$ cat config.mk
export PLATFORM = sky130hd
export DESIGN_NAME = hilo_mult_seq
export DESIGN_NICKNAME = d
export VERILOG_FILES = /design/src/rtl/hilo_mult_seq.sv
export SDC_FILE = /design/constraint.sdc
export NUM_CORES = 1
export LEC_CHECK = 0
export CORE_AREA = 2 2 139 141
export CTS_BUF_LIST = sky130_fd_sc_hd__clkbuf_4
export CTS_CLUSTER_SIZE = 10
export DETAILED_ROUTE_END_ITERATION = 10
export DIE_AREA = 0 0 141 143
export GPL_ROUTABILITY_DRIVEN = 0
export PLACE_DENSITY = 0.83
export SETUP_SLACK_MARGIN = 0.2
export SYNTH_ARGS = -nofsm -noshare
export SYNTH_HDL_FRONTEND = slang
export SYNTH_SLANG_ARGS = --single-unit
$ cat constraint.sdc
create_clock -name CLK -period 6.33 [get_ports CLK]
set_input_delay 1.5825 -clock CLK [delete_from_list [all_inputs] [get_ports CLK]]
set_output_delay 1.5825 -clock CLK [all_outputs]
set_load 0.02 [all_outputs]
$ cat src/rtl/hilo_mult_seq.sv
// Sequencing stage for the 32x32 array multipliers: registers the operands, waits
// out the ripple settle time, then loads the selected product into HI/LO.
module hilo_mult_seq #(
  parameter int unsigned SETTLE_CYCLES = 4,
  parameter int unsigned DATA_WIDTH    = 32
) (
  input  logic                  CLK,
  input  logic                  RST,
  input  logic                  START,
  input  logic                  SIGNED,
  input  logic [DATA_WIDTH-1:0] OP_A,
  input  logic [DATA_WIDTH-1:0] OP_B,
  input  logic                  MTHI,
  input  logic                  MTLO,
  input  logic [DATA_WIDTH-1:0] WDATA,
  output logic [DATA_WIDTH-1:0] MCND,
  output logic [DATA_WIDTH-1:0] MPLR,
  input  logic [DATA_WIDTH-1:0] PROD_S_HI,
  input  logic [DATA_WIDTH-1:0] PROD_S_LO,
  input  logic [DATA_WIDTH-1:0] PROD_U_HI,
  input  logic [DATA_WIDTH-1:0] PROD_U_LO,
  output logic [DATA_WIDTH-1:0] HI,
  output logic [DATA_WIDTH-1:0] LO,
  output logic                  BUSY,
  output logic                  DONE
);

  localparam int unsigned CNT_W = 4;
  localparam logic [CNT_W-1:0] SETTLE_INIT = CNT_W'(SETTLE_CYCLES);

  typedef enum logic [1:0] {
    S_IDLE   = 2'd0,
    S_SETTLE = 2'd1,
    S_DONE   = 2'd2
  } state_t;

  state_t                  state_reg, state_next;
  logic [CNT_W-1:0]        cnt_reg, cnt_next;
  logic                    sign_reg, sign_next;
  logic [DATA_WIDTH-1:0]   mcnd_reg, mcnd_next;
  logic [DATA_WIDTH-1:0]   mplr_reg, mplr_next;
  logic [DATA_WIDTH-1:0]   hi_reg, hi_next;
  logic [DATA_WIDTH-1:0]   lo_reg, lo_next;
  logic [DATA_WIDTH-1:0]   sel_hi, sel_lo;

  // Product pair chosen by the sign captured with START, not the live SIGNED pin.
  assign sel_hi = sign_reg ? PROD_S_HI : PROD_U_HI;
  assign sel_lo = sign_reg ? PROD_S_LO : PROD_U_LO;

  always_ff @(posedge CLK or posedge RST) begin
    if (RST) begin
      state_reg <= S_IDLE;
      cnt_reg   <= '0;
      sign_reg  <= 1'b0;
      mcnd_reg  <= '0;
      mplr_reg  <= '0;
      hi_reg    <= '0;
      lo_reg    <= '0;
    end else begin
      state_reg <= state_next;
      cnt_reg   <= cnt_next;
      sign_reg  <= sign_next;
      mcnd_reg  <= mcnd_next;
      mplr_reg  <= mplr_next;
      hi_reg    <= hi_next;
      lo_reg    <= lo_next;
    end
  end

  always_comb begin
    state_next = state_reg;
    cnt_next   = cnt_reg;
    sign_next  = sign_reg;
    mcnd_next  = mcnd_reg;
    mplr_next  = mplr_reg;
    hi_next    = hi_reg;
    lo_next    = lo_reg;
    case (state_reg)
      S_IDLE, S_DONE: begin
        state_next = S_IDLE;
        if (START) begin
          // A same-cycle move-to is dropped so HI/LO stay untouched until capture.
          mcnd_next  = OP_A;
          mplr_next  = OP_B;
          sign_next  = SIGNED;
          cnt_next   = SETTLE_INIT;
          state_next = S_SETTLE;
        end else begin
          if (MTHI) hi_next = WDATA;
          if (MTLO) lo_next = WDATA;
        end
      end
      S_SETTLE: begin
        cnt_next = cnt_reg - 1'b1;
        if (cnt_reg == {{(CNT_W-1){1'b0}}, 1'b1}) begin
          hi_next    = sel_hi;
          lo_next    = sel_lo;
          state_next = S_DONE;
        end
      end
      default: state_next = S_IDLE;
    endcase
  end

  assign MCND = mcnd_reg;
  assign MPLR = mplr_reg;
  assign HI   = hi_reg;
  assign LO   = lo_reg;
  assign BUSY = (state_reg == S_SETTLE);
  assign DONE = (state_reg == S_DONE);

endmodule

[After elaboration in Yosys (flattened, before gate mapping)]
Index checks and enable logic that the tools add are counted.
Storage, ports and cells
  bits in registers: 135
  latch bits: 0
  bits in writable memories: 0
  ROM bits: 0
  input bits: 230
  output and inout port bits: 130
  logic and storage cells: 38
  memories: 0
Operators by class
  add/subtract/negate cells: 1
  multiply operators: 0
  divide/modulo/power cells: 0
  magnitude comparators: 0
  equal/unequal tests: 8
  shift-type cells: 0
  mux-type cells: 15
  bitwise gates (word level): 0
  reduce and logical (&&, ||, !) cells: 7
Operator list (count)
  2-to-1 mux 32 bit: 8
  case mux 32 bit (2 select lines): 2
  inequality test 2 bit (second input constant): 4
  case mux 4 bit (2 select lines): 1
  AND reduction 4 bit: 2
  == test 4 x 1 -> 1 bit (second input constant): 1
  2-to-1 mux 4 bit: 1
  case mux 2 bit (2 select lines): 1
  AND reduction 2 bit: 2
  subtractor 4 x 1 -> 4 bit (second input constant): 1
  == test 2 x 1 -> 1 bit (second input constant): 1
  == test 2 bit (second input constant): 1
  zero test 2 bit: 1
  2-to-1 mux 2 bit: 1
  inequality test 2 x 1 -> 1 bit (second input constant): 1
  nonzero test 2 bit: 1
  OR reduction 2 bit: 1
  2-to-1 mux 1 bit: 1

[Logic depth before layout (Yosys ltp)]
Gate-level depths: netlist of run 1.
  word-level depth: 4
  gate-level depth with buffers: 7
  mapped depth without buffers: 5

[Worst setup path before layout of run 1]
No wires, ideal clock.
  kind: flip-flop to output port
  start point: register state_reg[1]
  end point: output BUSY
  arrival: 1003 ps
  data required time: 4747 ps
  slack: 3744 ps
  cell stages (with the launch flop): 6
  buffers on the path: 3
  cell sequence: dfrtp_1 > nand2b_2 > buf_6 > inv_4 > buf_6 > buf_6
Between the ends
  word-level cells in the longest chain between the ends: 1
Ends and longest elaborated chain
  start, declared: line 37  | state_t state_reg, state_next;
  start signal, assigned: line 60  | state_reg <= state_next;
  == test 2 x 1 -> 1 bit: line 109  | assign BUSY = (state_reg == S_SETTLE);
  end, declared: line 24  | output logic BUSY,
Every way passes these cells.

[Final worst setup path of run 1]
Ends and elaborated chain as after synthesis.

==> results.md, run 1 <==
- Net Count, Synth: 818
- Most frequent cell after synthesis: nand2_1
- # rows: 50
- Antenna violations before repair: 1
- Pwr Density: 473 nW/µm²
- DRT Pass-1 Iters: 8
- DR vias/cell: 4.67
- CP cell instances: nand2b_2 > inv_4 > clkdlybuf4s50_1
- Fin. Hold Viols: 0
- Via count: 5,499
- Share of layout cells above drive strength 1: 21.4%
- Fmax: 286 MHz
- CTS buffer count: 17
- WP data required: 4.75 ns
- Worst EP arrival: 1.92 ns
- Setup violations, final: 0
- Final Max Slew Viols: 0
- Clk pin slew, worst setup/hold paths: 0.12 ns
- Multi-input logic area: 3480 µm²
- Placement Setup Slack: 2.88 ns
- Die footprint: 20,200 µm²
- Power Total: 5.25 mW
- Layout area overhead: 53.4%
- Count of different cell masters after synthesis: 27
- Mapped Cells: 586
- CTS Hold Buffers Added: 0
- Top cells by count, synth: 198 x nand2_1, 135 x dfrtp_1, 109 x mux2_4, 49 x mux2_2, 34 x mux2_1
- YS warnings: 0
- Slowest library cell on the worst path: clkdlybuf4s50_1
- Reg area: 3380 µm²
- Finished Cell Area: 11,100 µm²
- Max-cap violations: 0
- Unrepaired setup endpoints after global routing: false
- Grt total ovfl: 0
- Final worst slack: 2.83 ns
- Min cycle time layout: 3.50 ns
- Post-detail-place hpwl: 14.9 mm
- Dpl cell area: 10,800 µm²
- Area leader, netlist: dfrtp_1
- CP Capture Type: output pin
- Postcts setup bufs: 0
- Critical path class: flip-flop to output pin
- Buffers on Ports: 359
- Startpoint types: flip-flop
- Yosys reg bits: 135
- Static leakage: 4.98 nW
- Hold path depth: 2
- Total routing usage reported by global routing: 19.7%
- Period utilization: 55.3%
- Antenna-violating nets left: 0
- Main synth FF type: dfrtp_1
- CTS H-tree depth: 4
- FF-to-FF setup slack: 3.89 ns
- Rel. slew slack: 19.8%
- Number of global-route vias before repair: 5,766
- Sequential element share of the synthesized area: 46.7%
- Status: finished clean
- Post-Route WL: 20.1 mm
- Worst IR Drop VDD: 255 µV
- Reg2Reg Depth: 4
- Final net count: 1,162
- Launch point of the worst path: state_reg[1]
- DRC Markers: 0
- Synth async-reset ratio: 100%
- CTS max path bufs: 2
- Critical R2R Launch: sign_reg
- Clk root buf: clkbuf_4
- Avg Inst Size Synth: 12.3 µm²
- Clock sink total: 135
- Die width: 141 µm
- Cts repair resizes: 0
- Clock Skew: 0.0191 ns
- Largest cells by area after synthesis: dfrtp_1 47%, mux2_4 23%, nand2_1 10%
- Starting DRT DRC Count: 127
- Setup_tns: 0 ns
- Post-synth EDFFs: 0
- Cell Area, Synth: 7230 µm²
- First-pass GRT wire length: 30.7 mm
- Worst slew pin tran: 1.20 ns
- Die Height: 143 µm
- Filler instances: 1,511
- Ports: 360
- Worst skew pair latency: 0.52 ns
- Synth top area share: 46.7%
- CTS tree: done
- Core ar.: 18,600 µm²
- Crit path max fanout: 9
- Routed wire per std cell: 17.1 µm
- Starting Density: 38.9%
- Hold Crit Class: flip-flop to flip-flop
- HP Start: MPLR[28]
- CP peak stage delay: 0.61 ns
- Largest net degree at the start of global routing: 100
-- placed cells by master, fill, tap and decap left out, types with 4 or more instances in the layout --
cell type,count
dfrtp_1,134
clkbuf_4,17
nand2_1,198
mux2_4,109
mux2_2,49
inv_6,7
clkdlybuf4s50_1,359
buf_4,4
mux2_1,34
-- power by group --
group,internal [mW],leakage (nW),switching (mW)
combinational,1.72,3.20,1.39
sequential,1.29,1.62,0.266
clock,0.244,0.154,0.354
total,3.25,4.98,2.01
-- final timing paths --
| path | endpoint |
|---|---|
| max | BUSY |
| min | MPLR[28] |
| max reg2reg | LO[22] |
| min reg2reg | MPLR[28] |
| max in group asynchronous | MPLR[6] |
| min in group asynchronous | MCND[31] |
-- area by class of cell --
class | instances | area share (%)
timing repair buffer | 363 | 32.7
multi-input combinational | 409 | 31.4
sequential | 135 | 30.5
tap | 234 | 2.64
clock inverter | 15 | 1.49
clock buffer | 17 | 1.15
inverter | 4 | 0.203
antenna | 1 | 0.0226
-- per-layer routing --
metal  share of wire (%)  global-route usage [%]  vias up
met2                  51                    34.5      230
met4                 1.3                    6.63        0
met3                 9.1                    7.28       18
met5                   0                       0        -
met1                  39                    22.2     2613
li1                    -                       -     2638
-- logic make-up after synthesis --
family | count (synthesis) | synth area share [%]
buffers and inverters | 42 | 5.21
flip-flops | 135 | 46.7
adder cells (fa/ha/maj) | 2 | 0.346
multiplexers | 193 | 35.7
AO/OA/AOI/OAI | 6 | 0.882
AND/OR/NAND/NOR | 208 | 11.2
-- per-stage QoR --
step           utilization (%)  hold WS, ns  std cells
6_report                  59.7        0.488       1178
5_1_grt                   59.7        0.516       1178
4_1_cts                   59.7        0.491       1177
3_5_place_dp              58.1        0.461       1145
3_3_place_gp              58.1        0.457       1145
2_1_floorplan                -        0.449        586
-- critical path: cells and delay by family (launching register included) --
family / cells / cell delay, ns
flip-flops: 1 / 0.39
buffers and inverters: 2 / 0.72
AND/OR/NAND/NOR: 1 / 0.29
No activity file was read; power rests on OpenSTA's default activity.
==> run 2: changes to the inputs <==
clock period = 3.6 ns   (was 6.33 ns; I/O delays follow)
==> results.md, run 2 (synthesis gave the netlist of run 1 again) <==
- Crit path max fanout: 23
- First-pass GRT wire length: 32.1 mm
- Pwr Density: 830 nW/µm²
- Die width: 141 µm
- Starting Density: 38.9%
- Max-cap violations: 0
- Status: finished clean
- Clk root buf: clkbuf_4
- Final net count: 1,166
- CP peak stage delay: 0.68 ns
- CTS buffer count: 17
- Total routing usage reported by global routing: 20.6%
- Clk pin slew, worst setup/hold paths: 0.14 ns
- Ports: 360
- Antenna violations before repair: 1
- Unrepaired setup endpoints after global routing: false
- Fin. Hold Viols: 0
- Post-Route WL: 20.7 mm
- CTS Hold Buffers Added: 0
- Die footprint: 20,200 µm²
- Fmax: 323 MHz
- Postcts setup bufs: 0
- Hold WS: 0.489 ns
- CTS tree: done
- Via count: 5,558
- DRT Pass-1 Iters: 6
- # rows: 50
- Rel. slew slack: 51.2%
- Core ar.: 18,600 µm²
- WP data required: 2.70 ns
- Worst slew pin tran: 0.732 ns
- CTS H-tree depth: 4
- DRC Markers: 0
- Number of global-route vias before repair: 5,982
- Min cycle time layout: 3.10 ns
- Leading cell type in the layout, fill and taps excluded: clkdlybuf4s50_1
- Period utilization: 86.0%
- Final Max Slew Viols: 0
- Clock sink total: 135
- CTS max path bufs: 2
- DR vias/cell: 4.70
- Largest net degree at the start of global routing: 76
- Hold Crit Class: flip-flop to flip-flop
- Routed wire per std cell: 17.5 µm
- Slowest library cell on the worst path: clkdlybuf4s50_1
- Clock Skew: 0.0268 ns
- Layout area overhead: 54.3%
- Cts repair resizes: 0
- Setup violations, final: 0
- Starting DRT DRC Count: 212
- CP Capture Type: output pin
- Die Height: 143 µm
- Post-detail-place hpwl: 15.6 mm
- Worst EP arrival: 2.20 ns
- Antenna-violating nets left: 0
- Worst IR Drop VDD: 516 µV
- Most frequent cells in the layout: 359 x clkdlybuf4s50_1, 198 x nand2_1, 134 x dfrtp_1, 109 x mux2_4, 49 x mux2_2
- Critical path class: flip-flop to output pin
- Buffers on Ports: 359
- CP cell instances: nand2b_2 > inv_4 > clkdlybuf4s50_1
- Startpoint types: flip-flop
- Static leakage: 5.02 nW
- Worst skew pair latency: 0.55 ns
- Grt total ovfl: 0
- Setup_tns: 0 ns
- Share of layout cells above drive strength 1: 21.9%
-- run 2: cell count changes in the layout (fill, tap and decap cells not counted), sizes merged --
cell	delta
inv	+3
clkinv	-1
bufinv	-2
buf	+4
-- run 2: power breakdown --
part           switching [mW]  internal (mW)
Sequential              0.524           2.27
Clock                   0.696          0.319
Combinational            2.42           3.04
Total                    3.64           5.63
-- run 2: layout make-up --
type / instances / area [µm²]
clock inverters: 15 / 151
clock buffers: 17 / 128
flip-flops and latches: 135 / 3380
inverters: 4 / 21.3
diodes: 1 / 2.50
repair buffers: 367 / 3700
fillers: 1494 / 7420
multi-input cells: 409 / 3480
well taps: 234 / 293
-- run 2: worst paths after layout --
kind                              start  endpoint  slack [ns]  cells after the start
setup / recovery           state_reg[1]      BUSY        0.50                      3
hold / removal                  MCND[2]   MCND[2]        0.49                      2
setup reg to reg           state_reg[1]    HI[21]        1.24                      5
hold reg to reg                 MCND[2]   MCND[2]        0.49                      2
min in group asynchronous           RST    HI[25]        0.80                      3
max in group asynchronous           RST  sign_reg        2.37                      3
-- run 2: metrics by stage --
stage / total power, mW / cell area [µm²] / util [%] / instances / setup WS (ns)
2_1_floorplan: 6.24 / 7240 / - / 586 / 1.02
3_3_place_gp: 8.20 / 10900 / 58.6 / 1149 / 0.861
3_5_place_dp: 8.32 / 10900 / 58.6 / 1149 / 0.815
4_1_cts: 9.37 / 11200 / 60.1 / 1181 / 0.418
5_1_grt: 9.82 / 11200 / 60.1 / 1182 / 0.332
6_report: 9.26 / 11200 / 60.1 / 1182 / 0.503
-- run 2: worst max-delay path: cells and delay by family (launching register included) --
kind	cells	cell delay, ns
simple gates	1	0.27
flops	1	0.38
buf+inv	2	1.00
-- run 2: metal layers --
metal | GRT usage (%) | up-vias | share of wire [%]
met1 | 24.1 | 2614 | 40
met4 | 8.58 | 0 | 2.6
li1 | - | 2663 | -
met2 | 35.3 | 245 | 49
met5 | 0 | - | 0
met3 | 6.64 | 36 | 8.4
==> run 3: changes to the inputs <==
CORE_AREA = 2 2 140 142   (was 2 2 139 141)
CTS_BUF_LIST = not set   (was sky130_fd_sc_hd__clkbuf_4)
DIE_AREA = 0 0 142 144   (was 0 0 141 143)
PLACE_DENSITY = 0.82   (was 0.83)
==> results.md, run 3 (synthesis gave the netlist of run 1 again) <==
- Met3 wire len: 1.78 mm
- Min cycle time layout: 3.12 ns
- Pwr Density: 868 nW/µm²
- Starting DRT DRC Count: 179
- Via count: 5,512
- Final net count: 1,165
- # rows: 51
- Setup_tns: 0 ns
- CTS buffer count: 17
- Post-detail-place hpwl: 15.3 mm
- Critical path class: flip-flop to output pin
- WP data required: 2.70 ns
- Worst IR Drop VDD: 441 µV
- Clk pin slew, worst setup/hold paths: 0.06 ns
- Clock sink total: 135
- Hold Crit Class: flip-flop to flip-flop
- Routed wire per std cell: 17.1 µm
- Largest net degree at the start of global routing: 60
- Fin util: 60.1%
- Cts repair resizes: 0
- Final Max Slew Viols: 0
- Die Height: 144 µm
- CTS tree: done
- First-pass GRT wire length: 30.2 mm
- Hold path depth: 2
- Most frequent cells in the layout: 359 x clkdlybuf4s50_1, 198 x nand2_1, 134 x dfrtp_1, 109 x mux2_4, 49 x mux2_2
- Setup violations, final: 0
- Startpoint types: flip-flop
- Total routing usage reported by global routing: 19.2%
- Starting Density: 37.9%
- Max-cap violations: 0
- Leading cell type in the layout, fill and taps excluded: clkdlybuf4s50_1
- Grt total ovfl: 0
- CP Capture Type: output pin
- Unrepaired setup endpoints after global routing: false
- Static leakage: 5.14 nW
- Postcts setup bufs: 0
- Period utilization: 86.6%
- CP peak stage delay: 0.75 ns
- Power Total: 9.95 mW
- CTS max path bufs: 2
- Antenna-violating nets left: 0
- Status: finished clean
- Slowest library cell on the worst path: clkdlybuf4s50_1
- CP cell instances: nand2b_2 > inv_4 > clkdlybuf4s50_1
- Buffers on Ports: 359
- Die width: 142 µm
- CTS H-tree depth: 4
- Die footprint: 20,400 µm²
- Wl on met1: 8.07 mm
- Worst EP arrival: 2.22 ns
- Highest signal layer in the routed design: met4
- Ports: 360
- DR vias/cell: 4.66
- Antenna violations before repair: 0
- Detail Route met2 WL: 9.92 mm
- Number of global-route vias before repair: 5,689
- DRC Markers: 0
- Clock Skew: 0.0113 ns
- Clk root buf: clkbuf_16
- Ant. Diodes: 0
- Layout area overhead: 58.6%
- DRT Pass-1 Iters: 4
- Post-Route WL: 20.2 mm
- Crit path max fanout: 37
- Fmax: 321 MHz
- Worst slew pin tran: 0.813 ns
- Filler instances: 1,540
- Share of layout cells above drive strength 1: 21.8%
- Reg2Reg Depth: 5
- Core ar.: 19,100 µm²
- Fin. Hold Viols: 0
- Rel. slew slack: 45.7%
- Worst skew pair latency: 0.42 ns
- CTS Hold Buffers Added: 0
==> run 3: cell count changes in the layout (fill, tap and decap cells not counted), moves of 2 or more <==
cell / previous run / this run
clkbuf_4: 17 / 0
inv_6: 4 / 7
clkinv_4: 1 / 3
buf_4: 4 / 2
inv_8: 7 / 0
clkbuf_16: 0 / 17
==> run 3: layout make-up <==
cell class	instances	area, µm²	area share [%]
multi-input combinational	409	3480	30.4
inverter	4	21.3	0.185
clock buffer	18	439	3.83
tap	238	298	2.60
sequential	135	3380	29.5
clock inverter	14	138	1.20
timing repair buffer	366	3710	32.3
==> run 3: final timing paths <==
check | startpoint | endpoint | slack (ns)
worst max-delay path | state_reg[1] | BUSY | 0.48
worst min-delay path | MCND[31] | MCND[31] | 0.47
worst max register to register | state_reg[1] | HI[29] | 1.24
worst min register to register | MCND[31] | MCND[31] | 0.47
max in group asynchronous | RST | HI[22] | 1.88
min in group asynchronous | RST | MCND[27] | 0.98
==> run 3: metrics by stage <==
| step | cell area, µm² | hold WS, ns | worst slack [ns] | std cells |
|---|---|---|---|---|
| after CTS | 11500 | 0.477 | 0.429 | 1184 |
| final | 11500 | 0.471 | 0.484 | 1184 |
| after floorplan | 7240 | 0.449 | 1.02 | 586 |
| after global placement | 10900 | 0.456 | 0.843 | 1152 |
| after detailed placement | 10900 | 0.462 | 0.818 | 1152 |
| after global routing | 11500 | 0.498 | 0.373 | 1184 |
==> run 3: metal layers <==
| layer | global-route usage, % | up-vias |
|---|---|---|
| met4 | 7.26 | 0 |
| met3 | 6.89 | 34 |
| li1 | - | 2652 |
| met5 | 0 | - |
| met1 | 21.9 | 2583 |
| met2 | 33.1 | 243 |
==> run 3: worst max-delay path, delay by kind of cell (launching register included) <==
family                 cells  cell delay (ns)
and+or+nand+nor            1             0.27
buffers and inverters      2             1.15
DFF                        1             0.37
==> run 3: report_power, final <==
part	switching (mW)	internal, mW	leakage (nW)
clock	0.716	0.986	0.279
sequential	0.511	2.28	1.62
combinational	2.42	3.04	3.24
